File: src/rtl/bemf_zc_detector.sv
// bemf_zc_detector
// Sensorless BLDC back-EMF zero-crossing detector. Synchronizes the three
// comparator outputs, watches the floating phase of the current step for its
// zero crossing (with blanking and a consecutive-sample filter), waits the
// 30-degree delay (equal to the blank-to-crossing time), then pulses
// commutate and advances the step. Takes over from the open-loop start-up
// sequencer through load_step/step_in.
//
// Ports:
//   clk          system clock
//   rst          synchronous, active-high reset
//   enable       closed-loop detection enable; low forces IDLE and clears flags
//   comp[2:0]    async comparator outputs, [0]=A [1]=B [2]=C, 1 = above neutral
//   load_step    one-cycle handover pulse, captures step_in
//   step_in      step index 0..5 (6/7 load as 0)
//   commutate    one-cycle pulse: advance commutation now
//   step_out     current step index 0..5
//   step_period  cycles strictly between the last two commutate pulses
//   locked       LOCK_COUNT consecutive closed-loop commutations seen
//   fault        sticky loss-of-sync flag
module bemf_zc_detector #(
    parameter int CNT_W        = 20,
    parameter int BLANK_CYCLES = 200,
    parameter int FILTER_LEN   = 4,
    parameter int TIMEOUT      = 1000000,
    parameter int LOCK_COUNT   = 12
) (
    input  logic             clk,
    input  logic             rst,
    input  logic             enable,
    input  logic [2:0]       comp,
    input  logic             load_step,
    input  logic [2:0]       step_in,
    output logic             commutate,
    output logic [2:0]       step_out,
    output logic [CNT_W-1:0] step_period,
    output logic             locked,
    output logic             fault
);

    localparam int FW = $clog2(FILTER_LEN + 1);
    localparam int GW = $clog2(LOCK_COUNT + 1);

    localparam logic [CNT_W-1:0] BLANK_LAST = CNT_W'(BLANK_CYCLES - 1);
    localparam logic [CNT_W-1:0] TIMEOUT_C  = CNT_W'(TIMEOUT);
    localparam logic [FW-1:0]    FILT_LAST  = FW'(FILTER_LEN - 1);
    localparam logic [GW-1:0]    LOCK_C     = GW'(LOCK_COUNT);

    typedef enum logic [1:0] {
        IDLE,
        BLANK,
        SEEK,
        DELAY
    } state_t;

    state_t           state, state_n;
    logic [2:0]       comp_meta, comp_sync;
    logic [CNT_W-1:0] elapsed, elapsed_n;
    logic [CNT_W-1:0] delay_cnt, delay_n;
    logic [CNT_W-1:0] period_n;
    logic [FW-1:0]    filt, filt_n;
    logic [GW-1:0]    good, good_n;
    logic [2:0]       step_n;
    logic             fault_n;
    logic             pulse;
    logic             zc_bit;
    logic             zc_level;

    // Floating phase and its post-crossing level for the current step.
    // Odd steps see a rising crossing, even steps a falling one.
    always_comb begin
        zc_level = step_out[0];
        case (step_out)
            3'd0, 3'd3: zc_bit = comp_sync[2];
            3'd1, 3'd4: zc_bit = comp_sync[1];
            default:    zc_bit = comp_sync[0];
        endcase
    end

    always_comb begin
        state_n   = state;
        elapsed_n = elapsed;
        delay_n   = delay_cnt;
        period_n  = step_period;
        filt_n    = filt;
        good_n    = good;
        step_n    = step_out;
        fault_n   = fault;
        pulse     = 1'b0;

        if (!enable) begin
            state_n   = IDLE;
            elapsed_n = '0;
            delay_n   = '0;
            filt_n    = '0;
            good_n    = '0;
            fault_n   = 1'b0;
        end else if (load_step) begin
            // Handover or re-synchronization; suppresses any confirm/pulse
            // that would otherwise happen this cycle.
            state_n   = BLANK;
            elapsed_n = '0;
            delay_n   = '0;
            filt_n    = '0;
            good_n    = '0;
            step_n    = (step_in > 3'd5) ? 3'd0 : step_in;
        end else if ((state == BLANK || state == SEEK) && elapsed >= TIMEOUT_C) begin
            state_n = IDLE;
            filt_n  = '0;
            good_n  = '0;
            fault_n = 1'b1;
        end else begin
            if (state != IDLE && elapsed != '1) begin
                elapsed_n = elapsed + 1'b1;
            end
            case (state)
                BLANK: begin
                    filt_n = '0;
                    if (elapsed >= BLANK_LAST) begin
                        state_n = SEEK;
                    end
                end
                SEEK: begin
                    if (zc_bit == zc_level) begin
                        if (filt >= FILT_LAST) begin
                            // Confirmed: the time since blanking started is
                            // the 30-degree delay to wait before commutating.
                            filt_n  = '0;
                            delay_n = elapsed;
                            state_n = DELAY;
                        end else begin
                            filt_n = filt + 1'b1;
                        end
                    end else begin
                        filt_n = '0;
                    end
                end
                DELAY: begin
                    if (delay_cnt != '0) begin
                        delay_n = delay_cnt - 1'b1;
                    end
                    // Loaded with t_zc on the confirm cycle, so reaching 1
                    // lands exactly t_zc cycles after confirmation.
                    if (delay_cnt <= CNT_W'(1)) begin
                        pulse     = 1'b1;
                        step_n    = (step_out == 3'd5) ? 3'd0 : step_out + 3'd1;
                        period_n  = elapsed;
                        delay_n   = '0;
                        elapsed_n = '0;
                        state_n   = BLANK;
                        if (good != LOCK_C) begin
                            good_n = good + 1'b1;
                        end
                    end
                end
                default: ;
            endcase
        end
    end

    always_ff @(posedge clk) begin
        if (rst) begin
            comp_meta   <= '0;
            comp_sync   <= '0;
            state       <= IDLE;
            elapsed     <= '0;
            delay_cnt   <= '0;
            filt        <= '0;
            good        <= '0;
            step_out    <= '0;
            step_period <= '0;
            fault       <= 1'b0;
        end else begin
            comp_meta   <= comp;
            comp_sync   <= comp_meta;
            state       <= state_n;
            elapsed     <= elapsed_n;
            delay_cnt   <= delay_n;
            filt        <= filt_n;
            good        <= good_n;
            step_out    <= step_n;
            step_period <= period_n;
            fault       <= fault_n;
        end
    end

    assign commutate = pulse & ~rst;
    assign locked    = (good == LOCK_C);

endmodule

File: config.mk
export PLATFORM = sky130hd
export DESIGN_NAME = bemf_zc_detector
export DESIGN_NICKNAME = d
export VERILOG_FILES = /design/src/rtl/bemf_zc_detector.sv
export SDC_FILE = /design/constraint.sdc
export NUM_CORES = 1
export LEC_CHECK = 0
export CAP_MARGIN = 20
export CELL_PAD_IN_SITES_DETAIL_PLACEMENT = 1
export CELL_PAD_IN_SITES_GLOBAL_PLACEMENT = 2
export CORE_AREA = 3 3 110 122
export CTS_CLUSTER_DIAMETER = 100
export DETAILED_ROUTE_END_ITERATION = 8
export DIE_AREA = 0 0 113 125
export GPL_ROUTABILITY_DRIVEN = 1
export HOLD_SLACK_MARGIN = 0.12
export PLACE_DENSITY_LB_ADDON = 0.1
export SETUP_SLACK_MARGIN = 0.4
export SLEW_MARGIN = 20
export SYNTH_ARGS = -nofsm -noshare
export SYNTH_HDL_FRONTEND = slang
export SYNTH_SLANG_ARGS = --single-unit
File: constraint.sdc
create_clock -name clk -period 3.2 [get_ports clk]
set_input_delay 0.48 -clock clk [delete_from_list [all_inputs] [get_ports clk]]
set_output_delay 0.48 -clock clk [all_outputs]
set_load 0.01 [all_outputs]
==> impl_metrics.env <==
export IMPL_path_cells="or4_4 > or4_4 > nor4_2 > clkdlybuf4s15_2"
export IMPL_layout_nets=603
export IMPL_die_h_um=125
export IMPL_synth_fp_nets=559
export IMPL_antenna_found_initial=0
export IMPL_yosysWarnings=0
export IMPL_cp_top_family="simple AND/OR/NAND/NOR gates"
export IMPL_vias=4018
export IMPL_grt_max_degree=30
export IMPL_power_leakage_nw=1.83
export IMPL_worstPathRequired_ns=2.72
export IMPL_first_pass_iters=5
export IMPL_fin_skew_ns=0.00722
export IMPL_core_area_mm2=0.0122
export IMPL_grt_pass1_vias=4179
export IMPL_grt_pass1_wl_um=22100
export IMPL_critPathMostFrequentCell="or4_4"
export IMPL_worst_slew_pin_slew_ns=0.902
export IMPL_setup_violations=0
export IMPL_p_total_mw=2.32
export IMPL_route_antenna_remaining_nets=0
export IMPL_die_x_um=113
export IMPL_clock_path_buffers=2
export IMPL_h_tree_depth=3
export IMPL_cp_arrival_ns=2.24
export IMPL_seqCellArea_mm2=0.00158
export IMPL_wl_um=13400
export IMPL_yosys_top_cells_area="dfxtp_1 38%, nand2_1 6.4%, a21oi_1 5.7%"
export IMPL_fin_crit_sh_pct=85.0
export IMPL_synth_edf_count=0
export IMPL_yosysSeqAreaShare_pct=38.1
export IMPL_dp_slack_ns=0.367
export IMPL_cts_buffers=9
export IMPL_critical_path_slowest_cell="or4_4"
export IMPL_num_rows=42
export IMPL_slew_violations=0
export IMPL_yosysTopAreaCellShare_pct=38.1
export IMPL_die_area_mm2=0.0141
export IMPL_syn_inst=534
export IMPL_synth_area_mm2=0.00415
export IMPL_area_delta_synth_final_pct=24.2
export IMPL_cp_start_kind="flop"
export IMPL_drc=0
export IMPL_cp_end_kind="output port"
export IMPL_relSlewSlack_pct=38.3
export IMPL_rsz0062_at_grt="true"
export IMPL_avgSynthCellArea_um2=7.78
export IMPL_ys_types=56
export IMPL_vias_per_cell=5.45
export IMPL_fin_crit_ns=2.72
export IMPL_post_cts_setup_buffers=0
export IMPL_cts_root_buf="clkbuf_16"
export IMPL_hold_buffers=0
export IMPL_yosysTopAreaCell="dfxtp_1"
export IMPL_critical_path_buf_inv_count=1
export IMPL_n_fill_cell=1496
export IMPL_cts_sinks=79
export IMPL_grt_overflow=0
export IMPL_cp_max_fo=6
export IMPL_hold_viol=0
export IMPL_portBuffers=35
export IMPL_clk_pin_slew_ns=0.06
export IMPL_crit_type="flop to output port"
export IMPL_max_cap_violations=0
export IMPL_ios=36
export IMPL_place_detailed_hpwl_um=9720
export IMPL_cpPeakStageDelay_ns=0.57
export IMPL_multi_input_area_mm2=0.00238
export IMPL_diodes=0
export IMPL_place_congestion=0.897
export IMPL_grt_usage_pct=19.4
export IMPL_synthArstFlopShare_pct=0
export IMPL_drt_iter0_drc=188
export IMPL_status="completed"
export IMPL_synth_seq_cells=79
export IMPL_worstSkewPairLatency_ns=0.35
export IMPL_synth_flop_cell="dfxtp_1"
export IMPL_layout_setup_ws_ns=0.480
export IMPL_fmax_ghz=0.368
export IMPL_layout_drive_gt1_share_pct=10.8
export IMPL_wl_per_cell_um=18.2
export IMPL_p_per_area_mw_per_mm2=450
export IMPL_peakVddDrop_mv=0.265
export IMPL_fin_tns_setup_ns=0
export IMPL_hp_class="flop to flop"
export IMPL_start_util_pct=34.1
export IMPL_cts_tree="yes"
where the power goes:
part           switching, mW  leakage (nW)  total, mW  internal, mW
sequential           0.00714         0.638      0.997         0.990
clock                  0.433         0.168       1.21         0.781
combinational         0.0621          1.02      0.108        0.0458
worst register-to-register path, delay by kind of cell (launching register included):
kind | cells | cell delay [ns]
and+or+nand+nor | 4 | 1.42
adders and majority gates | 1 | 0.37
DFF | 1 | 0.36
AOI/OAI and AO/OA | 2 | 0.34
buffers and inverters | 1 | 0.12
state kept, by name, summed over array words and instances (netlist names):
signal and flops:
comp_meta 3, comp_sync 3, delay_cnt 20, elapsed 20, fault 1, filt 3, good 4, state 2
step_out 3, step_period 20
layer usage:
layer | part of all wire (%) | global-route usage, %
met5 | 0 | 0
met4 | 1.7 | 6.65
met3 | 2.9 | 4.59
met2 | 47 | 31.0
met1 | 48 | 25.6
cells by family after synthesis:
kind of cell	share of synthesized area [%]
buf+inv	5.21
compound gates	18.7
mux	1.27
xor+xnor	3.59
flops	38.1
simple gates	28.6
fa+ha+maj	4.52
placed cells by master, fill, tap and decap left out, drive strengths merged, types with 10 or more instances in the layout:
| master | instances |
|---|---|
| ha | 15 |
| nand3 | 20 |
| inv | 28 |
| clkdlybuf4s50 | 34 |
| a21oi | 48 |
| nor2b | 13 |
| nor3 | 13 |
| nand2 | 72 |
| dfxtp | 79 |
| buf | 26 |
| nor2 | 57 |
| clkbuf | 10 |
| nor4 | 13 |
| o21ai | 29 |
synth_stat cells (6+ instances only):
cell      instances
inv_1            28
nand2b_1          9
nor3_1           13
and3_1            8
nand4_1           6
o22ai_1           7
o21ai_0          27
clkbuf_1         22
nor2_1           57
or4_1             6
xnor2_1           9
dfxtp_1          79
ha_1             15
nor2b_1          13
nor4_1           12
nand3_1          20
a21oi_1          47
xor2_1            8
nand2_1          71
final timing paths:
kind,from,endpoint,slack [ns],depth (start not counted)
max reg2reg,delay_cnt[0],delay_cnt[14],0.54,8
min reg2reg,comp_meta[0],comp_sync[0],0.44,1
min,comp_meta[0],comp_sync[0],0.44,1
max,delay_cnt[9],commutate,0.48,4
stage by stage:
stage / area (µm²) / hold slack, ns / util [%] / std cells
detailed placement: 4790 / 0.430 / 39.3 / 721
floorplan: 4150 / 0.414 / - / 534
finish: 5160 / 0.438 / 42.3 / 737
global route: 5160 / 0.459 / 42.3 / 737
CTS: 5140 / 0.444 / 42.2 / 737
global placement: 4790 / 0.418 / 39.3 / 721
timing repair:
action | CTS | global route
gates resized for setup | 6 | 4
pin swaps | 0 | 1
endpoints found under the setup margin | 1 | 36
final cells by class:
type                       instances  share of cell area, %
timing repair buffer              61                   10.6
inverter                          28                   2.04
tap                              154                   3.74
sequential                        79                   30.7
clock inverter                     6                   2.09
clock buffer                      10                   4.63
multi-input combinational        399                   46.2
(Power assumes the default switching activity.)
